$ cat src/rtl/sipo_deserializer_if.sv
// sipo_deserializer_if: serial input, word output handshake and status bundle
interface sipo_deserializer_if #(parameter int WIDTH = 8);
  localparam int CNT_W = $clog2(WIDTH);
  logic din;
  logic din_valid;
  logic clear;
  logic [WIDTH-1:0] dout;
  logic dout_valid;
  logic dout_ready;
  logic [CNT_W-1:0] bit_cnt;
  logic overrun;
  modport master (
    output din, din_valid, clear, dout_ready,
    input  dout, dout_valid, bit_cnt, overrun
  );
  modport slave (
    input  din, din_valid, clear, dout_ready,
    output dout, dout_valid, bit_cnt, overrun
  );
endinterface

$ cat src/rtl/sipo_deserializer.sv
// sipo_deserializer: assembles serial bits into WIDTH-bit words held in a valid/ready slot
module sipo_deserializer #(
  parameter int WIDTH = 8,
  parameter bit MSB_FIRST = 1'b1,
  localparam int CNT_W = $clog2(WIDTH)
) (
  input logic clk,
  input logic reset,
  sipo_deserializer_if.slave bus
);
  typedef enum logic {EMPTY, FULL} slot_t;
  slot_t slot;
  logic [WIDTH-1:0] sreg, sreg_nx;
  logic shift, done;
  assign shift = bus.din_valid && !bus.clear;
  assign done = shift && bus.bit_cnt == CNT_W'(WIDTH - 1);
  assign sreg_nx = MSB_FIRST ? {sreg[WIDTH-2:0], bus.din} : {bus.din, sreg[WIDTH-1:1]};
  assign bus.dout_valid = slot == FULL;
  // a completed word is taken when the slot is empty or being drained this edge, else dropped
  always_ff @(posedge clk or negedge reset)
    if (!reset) begin
      slot <= EMPTY;
      sreg <= '0;
      bus.bit_cnt <= '0;
      bus.dout <= '0;
      bus.overrun <= 1'b0;
    end else begin
      bus.overrun <= done && slot == FULL && !bus.dout_ready;
      if (bus.clear) begin
        sreg <= '0;
        bus.bit_cnt <= '0;
      end else if (shift) begin
        sreg <= sreg_nx;
        bus.bit_cnt <= done ? '0 : bus.bit_cnt + 1'b1;
      end
      if (done && (slot == EMPTY || bus.dout_ready)) begin
        bus.dout <= sreg_nx;
        slot <= FULL;
      end else if (bus.dout_ready) slot <= EMPTY;
    end
endmodule

$ cat src/flat_wrapper.sv
// flat-port wrapper written by rule: the top's interface ports become plain ports
module sipo_deserializer_flat 
#(
  parameter int WIDTH = 8,
  parameter bit MSB_FIRST = 1'b1,
  localparam int CNT_W = $clog2(WIDTH)
)
  (clk, reset, bus_din, bus_din_valid, bus_clear, bus_dout_ready, bus_dout, bus_dout_valid, bus_bit_cnt, bus_overrun);
  sipo_deserializer_if #(.WIDTH(WIDTH)) bus_i ();
  input logic clk;
  input logic reset;
  input wire logic [$bits(bus_i.din)-1:0] bus_din;
  input wire logic [$bits(bus_i.din_valid)-1:0] bus_din_valid;
  input wire logic [$bits(bus_i.clear)-1:0] bus_clear;
  input wire logic [$bits(bus_i.dout_ready)-1:0] bus_dout_ready;
  output wire logic [$bits(bus_i.dout)-1:0] bus_dout;
  output wire logic [$bits(bus_i.dout_valid)-1:0] bus_dout_valid;
  output wire logic [$bits(bus_i.bit_cnt)-1:0] bus_bit_cnt;
  output wire logic [$bits(bus_i.overrun)-1:0] bus_overrun;
  assign bus_i.din = bus_din;
  assign bus_i.din_valid = bus_din_valid;
  assign bus_i.clear = bus_clear;
  assign bus_i.dout_ready = bus_dout_ready;
  assign bus_dout = bus_i.dout;
  assign bus_dout_valid = bus_i.dout_valid;
  assign bus_bit_cnt = bus_i.bit_cnt;
  assign bus_overrun = bus_i.overrun;
  sipo_deserializer #(.WIDTH(WIDTH), .MSB_FIRST(MSB_FIRST)) u_core (.clk(clk), .reset(reset), .bus(bus_i));
endmodule
$ cat config.mk
export PLATFORM = sky130hd
export DESIGN_NAME = sipo_deserializer_flat
export DESIGN_NICKNAME = d
export VERILOG_FILES = /design/src/rtl/sipo_deserializer_if.sv /design/src/rtl/sipo_deserializer.sv /design/src/flat_wrapper.sv
export SDC_FILE = /design/constraint.sdc
export NUM_CORES = 1
export LEC_CHECK = 0
export CAP_MARGIN = 20
export CORE_AREA = 3 3 51 48
export CTS_CLUSTER_DIAMETER = 150
export DETAILED_ROUTE_END_ITERATION = 8
export DIE_AREA = 0 0 54 51
export HOLD_SLACK_MARGIN = 0.05
export PLACE_DENSITY = 0.7
export SKIP_LAST_GASP = 1
export SLEW_MARGIN = 40
export SYNTH_ARGS = -nofsm -noshare
export SYNTH_HDL_FRONTEND = slang
export SYNTH_SLANG_ARGS = --single-unit
$ cat constraint.sdc
create_clock -name clk -period 4 [get_ports clk]
set_input_delay 0.6 -clock clk [delete_from_list [all_inputs] [get_ports clk]]
set_output_delay 0.6 -clock clk [all_outputs]
set_load 0.005 [all_outputs]
* Word level (Yosys, flattened, before mapping)
Cells that the tools add are included. W data, S select, Z words.
Operators by class: add/sub/neg operators 1, equal/unequal tests 1, mux-type cells 7, bitwise logic cells 1, reductions and logical operators 10
Operators with widths (count):
- $mux W7 | 2
- $mux W3 | 3
- $logic_and A1 B1 Y1 | 5
- $reduce_bool A2 Y1 | 2
- $add A3 B1 Y3 const B | 1
- $eq A3 B3 Y1 const B | 1
- $logic_not A1 Y1 | 2
- $mux W1 | 2
- $logic_or A1 B1 Y1 | 1
- $not A1 Y1 | 1
Word-level totals: bits in registers 20, word-level logic and storage cells 25

* Longest topological paths before layout
Gate-level depths: netlist (run 1).
depth after elaboration 6, gate-level depth with buffers 6, mapped depth without buffers 5

* Worst setup path before layout (run 1)
Ideal clock, no wire load.
path kind input to register, start point in bus_din_valid, end point reg u_core.bus.dout[0], library setup time 125 ps, arrival time 1377 ps, slack 2498 ps, cell stages on the path 5, cells stage by stage buf_6 -> nand3b_4 -> nor2b_4 -> buf_12 -> mux2_4
On the way: word-level cells in the longest chain between the ends 3
Ends and longest elaborated chain:
- start, declared | RTL line flat_wrapper.sv:13 | input wire logic [$bits(bus_i.din_valid)-1:0] bus_din_valid;
- $logic_and A1 B1 Y1 | RTL line sipo_deserializer.sv:15 | assign shift = bus.din_valid && !bus.clear;
- $logic_and A1 B1 Y1 | RTL line sipo_deserializer.sv:16 | assign done = shift && bus.bit_cnt == CNT_W'(WIDTH - 1);
- $logic_and A1 B1 Y1 | RTL line sipo_deserializer.sv:36 | if (done && (slot == EMPTY || bus.dout_ready)) begin
- end signal, assigned | RTL line sipo_deserializer.sv:37 | bus.dout <= sreg_nx;
- end, declared | RTL line sipo_deserializer_if.sv:18 | output dout, dout_valid, bit_cnt, overrun
Every way passes these cells. A chain may end at the register's enable or synchronous reset.

* Worst setup path in the final report (run 1)
start point in bus_din_valid, end point reg u_core.bus.dout[6]
Same word-level chain as after synthesis.

==> summary.txt, run 1 <==
Most frequent cells in the layout - dfrtp_1, clkdlybuf4s50_1, nor2_1, mux2i_1, mux2_4
DRT iter0 DRCs - 5
Final Total Pwr - 0.3916 mW
Hold-fix buffers, CTS - 0
Multiplexer area fraction after synthesis - 0.2299
First-pass GRT wire length - 2497 µm
Max cap viols - 0
Fin nets - 88
Die Area - 2754 µm²
Cts bufs inserted - 3
Commonest non-fill, non-tap cell in the layout - dfrtp_1
Worst Setup End Kind - register
Slowest cell on crit path - clkdlybuf4s50_1
CTS Sinks - 20
Synth Net Count - 68
# diodes - 0
CP required - 4180 ps
Fin util - 0.5663
Root Buffer - clkbuf_4
Adder-cell share of the synthesized area - 0.02874
Crit path max fanout - 10
Reg2reg setup slack - 2350 ps
Core Area - 1933 µm²
Setup TNS - 0 ps
Post-route DRC - 0
Fin crit share - 0.5123
WL/cell - 13.46 µm
Avg Vias per Cell - 4.712
Status - complete, no violations
Initial antenna violation count - 0
Final wirelength - 1400 µm
Dpl ws - 1629 ps
FF-to-FF End - u_core.bus.dout[6]
Share of layout cells above drive strength 1 - 0.1899
Die Width - 54 µm
Post-layout min period - 2049 ps
Remaining global-route overflow - 0
Startpoint types - input port
Slew headroom - 0.6213
Die Ht - 51 µm
H-tree Lvls - 1
Initial Utilization - 0.4505
First-pass iteration count of the detailed router - 4
Clock Skew - 10.05 ps
Clock-pin slew of the registers on the worst-case setup and hold paths - 120 ps
CP Class - input port to register
RSZ-0062 raised after global routing - no
Final hold vios - 0
CTS tree - yes
YS warnings - 0
Yosys reg bits - 20
Clock buffer depth - 2
I/O pins - 19
Fmax - 488.0 MHz
Post-Syn Area per Cell - 14.51 µm²
Lkg Pwr - 0.5526 nW
Final setup viols - 0
Hpwl dp - 1029 µm
Worst slew pin tran - 566.2 ps
WP data arrival - 2230 ps
Area growth syn-to-layout - 25.72%
Register area share after synthesis - 0.5747
Max-slew violation count - 0
R2r startpoint - u_core.bus.bit_cnt[0]
Largest family of logic cells by synthesized area - multiplexers
Worst Hold Class - input port to asynchronous set/reset pin
Post-route ant nets - 0
Reg2Reg Depth - 5
Area fraction in compound gates after synthesis - 0.01724
Post-CTS Setup Inserts - 0
Simple-gate share of the synthesized area - 0.1049
Final worst slack - 1951 ps
Routability congestion estimate - 0.6959
Skew-Pair Late Insertion Delay - 290 ps
Total track usage - 0.1268
Count of different cell masters after synthesis - 15
Cell Chain, Critical Path - clkdlybuf4s50_1, nand3b_4, nor2b_4, mux2_4
Post-cts gate resize count - 0
Vias - 490
Fill cells - 164
Power density over the cells - 357.7 nW/µm²
Netlist Area Pre-Place - 870.8 µm²
IO buf count - 18
Hold_ws - 225.2 ps
Synth Area in XOR/XNOR - 0
Syn Inst Count - 60
Vias in the first global route - 536
Pin count of the biggest net entering global routing - 21
Rows - 15
VDD IR-drop max - 249.2 µV
Crit-path max cell delay - 830 ps
-- power breakdown --
group / switching [mW] / internal, mW
Sequential: 0.00248 / 0.205
Combinational: 0.0117 / 0.0116
Clock: 0.0597 / 0.101
Total: 0.0740 / 0.318
-- cells in the mapped netlist --
master,count,area [µm²]
dfrtp_1,20,500.5
nor2_1,11,41.29
mux2_4,8,120.1
mux2i_1,8,80.08
a22oi_1,2,15.01
ha_1,2,25.02
buf_12,1,20.02
buf_6,1,11.26
clkbuf_1,1,3.750
inv_1,1,3.750
nand2_1,1,3.750
nand2b_1,1,6.260
nand3b_4,1,20.02
nor2b_1,1,6.260
nor2b_4,1,13.76
-- metrics by stage --
stage | area (µm²) | cells
3_5_place_dp | 1042 | 100
6_report | 1095 | 104
3_3_place_gp | 1047 | 100
5_1_grt | 1095 | 104
4_1_cts | 1095 | 104
2_1_floorplan | 870.8 | 60
-- flip-flops by register name, summed over array words and instances (netlist names) --
name,cells
u_core.bus.dout,8
u_core.sreg,7
u_core.bus.bit_cnt,3
u_core.bus.dout_valid,1
u_core.bus.overrun,1
-- cell type report --
type	count	area, µm²	area share
Sequential cell	20	500.5	0.4571
Inverter	1	3.754	0.003429
Clock buffer	3	22.52	0.02057
Tap cell	25	31.28	0.02857
Clock inverter	1	30.03	0.02743
Multi-Input combinational cell	36	331.6	0.3029
Timing Repair Buffer	18	175.2	0.1600
-- critical path: cells and delay by family --
kind          cells  cell delay [ps]
simple gates      2              470
buf+inv           1              830
mux               1              330
-- worst max-delay path by stage --
stage / startpoint / endpoint / slack [ps] / cells past startpoint
2_1_floorplan: bus_din_valid / u_core.bus.dout[0] / 2500 / 5
5_1_grt: bus_din_valid / u_core.bus.dout[7] / 1900 / 4
6_report: bus_din_valid / u_core.bus.dout[6] / 1950 / 4
3_5_place_dp: bus_din_valid / u_core.bus.dout[1] / 1630 / 4
4_1_cts: bus_din_valid / u_core.bus.dout[6] / 1940 / 4
3_3_place_gp: bus_din_valid / u_core.bus.dout[0] / 1670 / 4
-- layer usage --
layer / wire length [µm] / part of all wire / track usage / up-vias
li1: - / - / - / 240
met2: 636 / 0.45 / 0.1956 / 12
met4: 13 / 0.0093 / 0.04979 / 0
met5: 0 / 0 / 0 / -
met3: 67 / 0.048 / 0.02624 / 2
met1: 682 / 0.49 / 0.1723 / 236
-- logic make-up after synthesis --
kind of cell	count (synthesis)
multiplexers	16
adder cells (fa/ha/maj)	2
AO/OA/AOI/OAI	2
AND/OR/NAND/NOR	16
buffers and inverters	4
flip-flops	20
Note: power is estimated with default switching activity, not from simulation.
==> inputs of run 2 (changes only) <==
- clock period: 4 -> 2 ns (I/O delays scaled with it)
==> run 2 against run 1 <==
  * Sequential power increased by 100%
  * Count of clock-buffer cells in the layout increased by 1
  * Largest power group unchanged
  * Design area increased by 1.0%
  * Clock skew decreased by 6.9 ps
  * Critical endpoint is now u_core.bus.dout[5]
  * Highest routed layer unchanged
==> summary.txt, run 2 (same netlist as run 1, synthesis figures left out) <==
Status - complete, no violations
Hpwl dp - 1060 µm (+3.0%)
GR Layer Usage met1 - 0.1633 (-0.009019)
CP required - 2190 ps (-1990 ps)
Die Ht - 51 µm (unchanged)
Global-route track usage on met2 - 0.1895 (-0.006048)
Post-CTS Setup Inserts - 0 (unchanged)
Max cap viols - 0 (unchanged)
Crit-path max cell delay - 420 ps (-410 ps)
Worst Setup End Kind - register
Final Total Pwr - 0.6933 mW (+77%)
Final wirelength - 1448 µm (+3.4%)
I/O pins - 19 (unchanged)
Final hold vios - 0 (unchanged)
Area growth syn-to-layout - 27.01%
Worst slew pin tran - 348.0 ps (-218.2 ps)
First-pass GRT wire length - 2449 µm (-1.9%)
VDD IR-drop max - 401.5 µV (+61%)
Reg2Reg Depth - 5 (unchanged)
Cts bufs inserted - 3 (unchanged)
Core Area - 1933 µm² (unchanged)
Share of layout cells above drive strength 1 - 0.2073 (+0.01744)
Hold-fix buffers, CTS - 0 (unchanged)
CP Class - register to register
Total track usage - 0.1234 (-0.003392)
Avg Vias per Cell - 4.804 (+2.0%)
Die Width - 54 µm (unchanged)
IO buf count - 18 (unchanged)
H-tree Lvls - 1 (unchanged)
Fin crit share - 0.8327
Largest register FFs - 8 (unchanged)
Post-route DRC - 0 (unchanged)
Slowest cell on crit path - dfrtp_1
Pin count of the biggest net entering global routing - 21 (unchanged)
Max-slew violation count - 0 (unchanged)
Remaining global-route overflow - 0 (unchanged)
Commonest non-fill, non-tap cell in the layout - dfrtp_1
Clock-pin slew of the registers on the worst-case setup and hold paths - 110 ps (about the same)
Vias - 514 (+4.9%)
# diodes - 0 (unchanged)
Power density over the cells - 626.8 nW/µm² (+75%)
CTS Sinks - 20 (unchanged)
Largest Register - u_core.bus.dout
Skew-Pair Late Insertion Delay - 290 ps (about the same)
GRT met3 Usage - 0.02332 (-0.002915)
GRT busiest layer - met2
Final setup viols - 0 (unchanged)
Post-cts gate resize count - 0 (unchanged)
CP Depth - 5 (+1)
Top delay family on crit path - simple AND/OR/NAND/NOR gates
DRT iter0 DRCs - 4 (-1)
Slew headroom - 0.7675 (+0.1462)
RSZ-0062 raised after global routing - no
Vias in the first global route - 537 (+0.19%)
First-pass iteration count of the detailed router - 2 (-2)
Fmax - 600.5 MHz
Post-layout min period - 1665 ps
Largest regs - u_core.bus.dout x8, u_core.sreg x7, u_core.bus.bit_cnt x3
Die Area - 2754 µm² (unchanged)
Fin nets - 91 (+3.4%)
Clock buffer depth - 2 (unchanged)
Initial antenna violation count - 0 (unchanged)
CTS tree - yes
Root Buffer - clkbuf_4
Setup TNS - 0 ps (unchanged)
Reg2reg setup slack - 330 ps (-2020 ps)
Startpoint types - register
Worst path bufs/invs - 0 (-1)
Clock Skew - 3.172 ps (-6.878 ps)
Most common cell on crit path - ha_1
Most frequent cells in the layout - dfrtp_1, clkdlybuf4s50_1, nor2_1, mux2i_1, mux2_4
Lkg Pwr - 0.5600 nW (+1.3%)
Rows - 15 (unchanged)
Post-route ant nets - 0 (unchanged)
WL/cell - 13.53 µm (+0.53%)
Cell Chain, Critical Path - ha_1, ha_1, nand3b_4, nor2b_4, mux2_4
WP data arrival - 1850 ps (-380 ps)
Routability congestion estimate - 0.6681 (-4.0%)
Crit path max fanout - 8 (-2)
Worst Hold Class - input port to asynchronous set/reset pin
Initial Utilization - 0.4505 (unchanged)
## run 2: changes by cell type in the layout (fill, tap and decap cells not counted)
cell	delta
buf_4	+3
buf_2	-1
bufinv_16	-1
clkbuf_8	+1
clkdlybuf4s50_1	+1
## run 2: area by class of cell
| type | count | area (µm²) |
|---|---|---|
| Fill cell | 165 | 827.0 |
| Timing Repair Buffer | 21 | 202.7 |
| Sequential cell | 20 | 500.5 |
| Multi-Input combinational cell | 36 | 331.6 |
| Inverter | 1 | 3.754 |
| Clock buffer | 4 | 36.28 |
| Tap cell | 25 | 31.28 |
## run 2: per-layer routing
metal	share of wire	wire length, µm
met1	0.44	641
met2	0.49	704
met3	0.051	74
met4	0.019	27
met5	0	0
## run 2: path summary, 6_finish.rpt
path / start / to
max: u_core.bus.bit_cnt[0] / u_core.bus.dout[5]
min: reset / u_core.bus.dout[3]
max reg2reg: u_core.bus.bit_cnt[0] / u_core.bus.dout[5]
min reg2reg: u_core.sreg[6] / u_core.bus.dout[7]
max in group asynchronous: reset / u_core.sreg[5]
min in group clk: u_core.sreg[6] / u_core.bus.dout[7]
## run 2: through the flow
stage / setup slack [ps] / hold WS (ps) / std cells / util / instance area (µm²)
after floorplan: 507.7 / 4.409 / 60 / - / 870.8
after global placement: 280.2 / 496.1 / 103 / 0.5534 / 1070
after detailed placement: 268.0 / 492.3 / 103 / 0.5534 / 1070
after CTS: 324.1 / 328.8 / 107 / 0.5722 / 1106
after global routing: 247.8 / 335.4 / 107 / 0.5722 / 1106
final: 334.6 / 334.1 / 107 / 0.5722 / 1106
## run 2: worst reg2reg max path, cell delays in order, from the launching register on
cell	delay, ps
dfrtp_1	420
ha_1	170
ha_1	200
nand3b_4	110
nor2b_4	320
mux2_4	340
## run 2: report_power, final
| part | internal (mW) | total (mW) | switching, mW |
|---|---|---|---|
| clock | 0.111 | 0.226 | 0.115 |
| sequential | 0.410 | 0.415 | 0.00521 |
| combinational | 0.0278 | 0.0525 | 0.0247 |
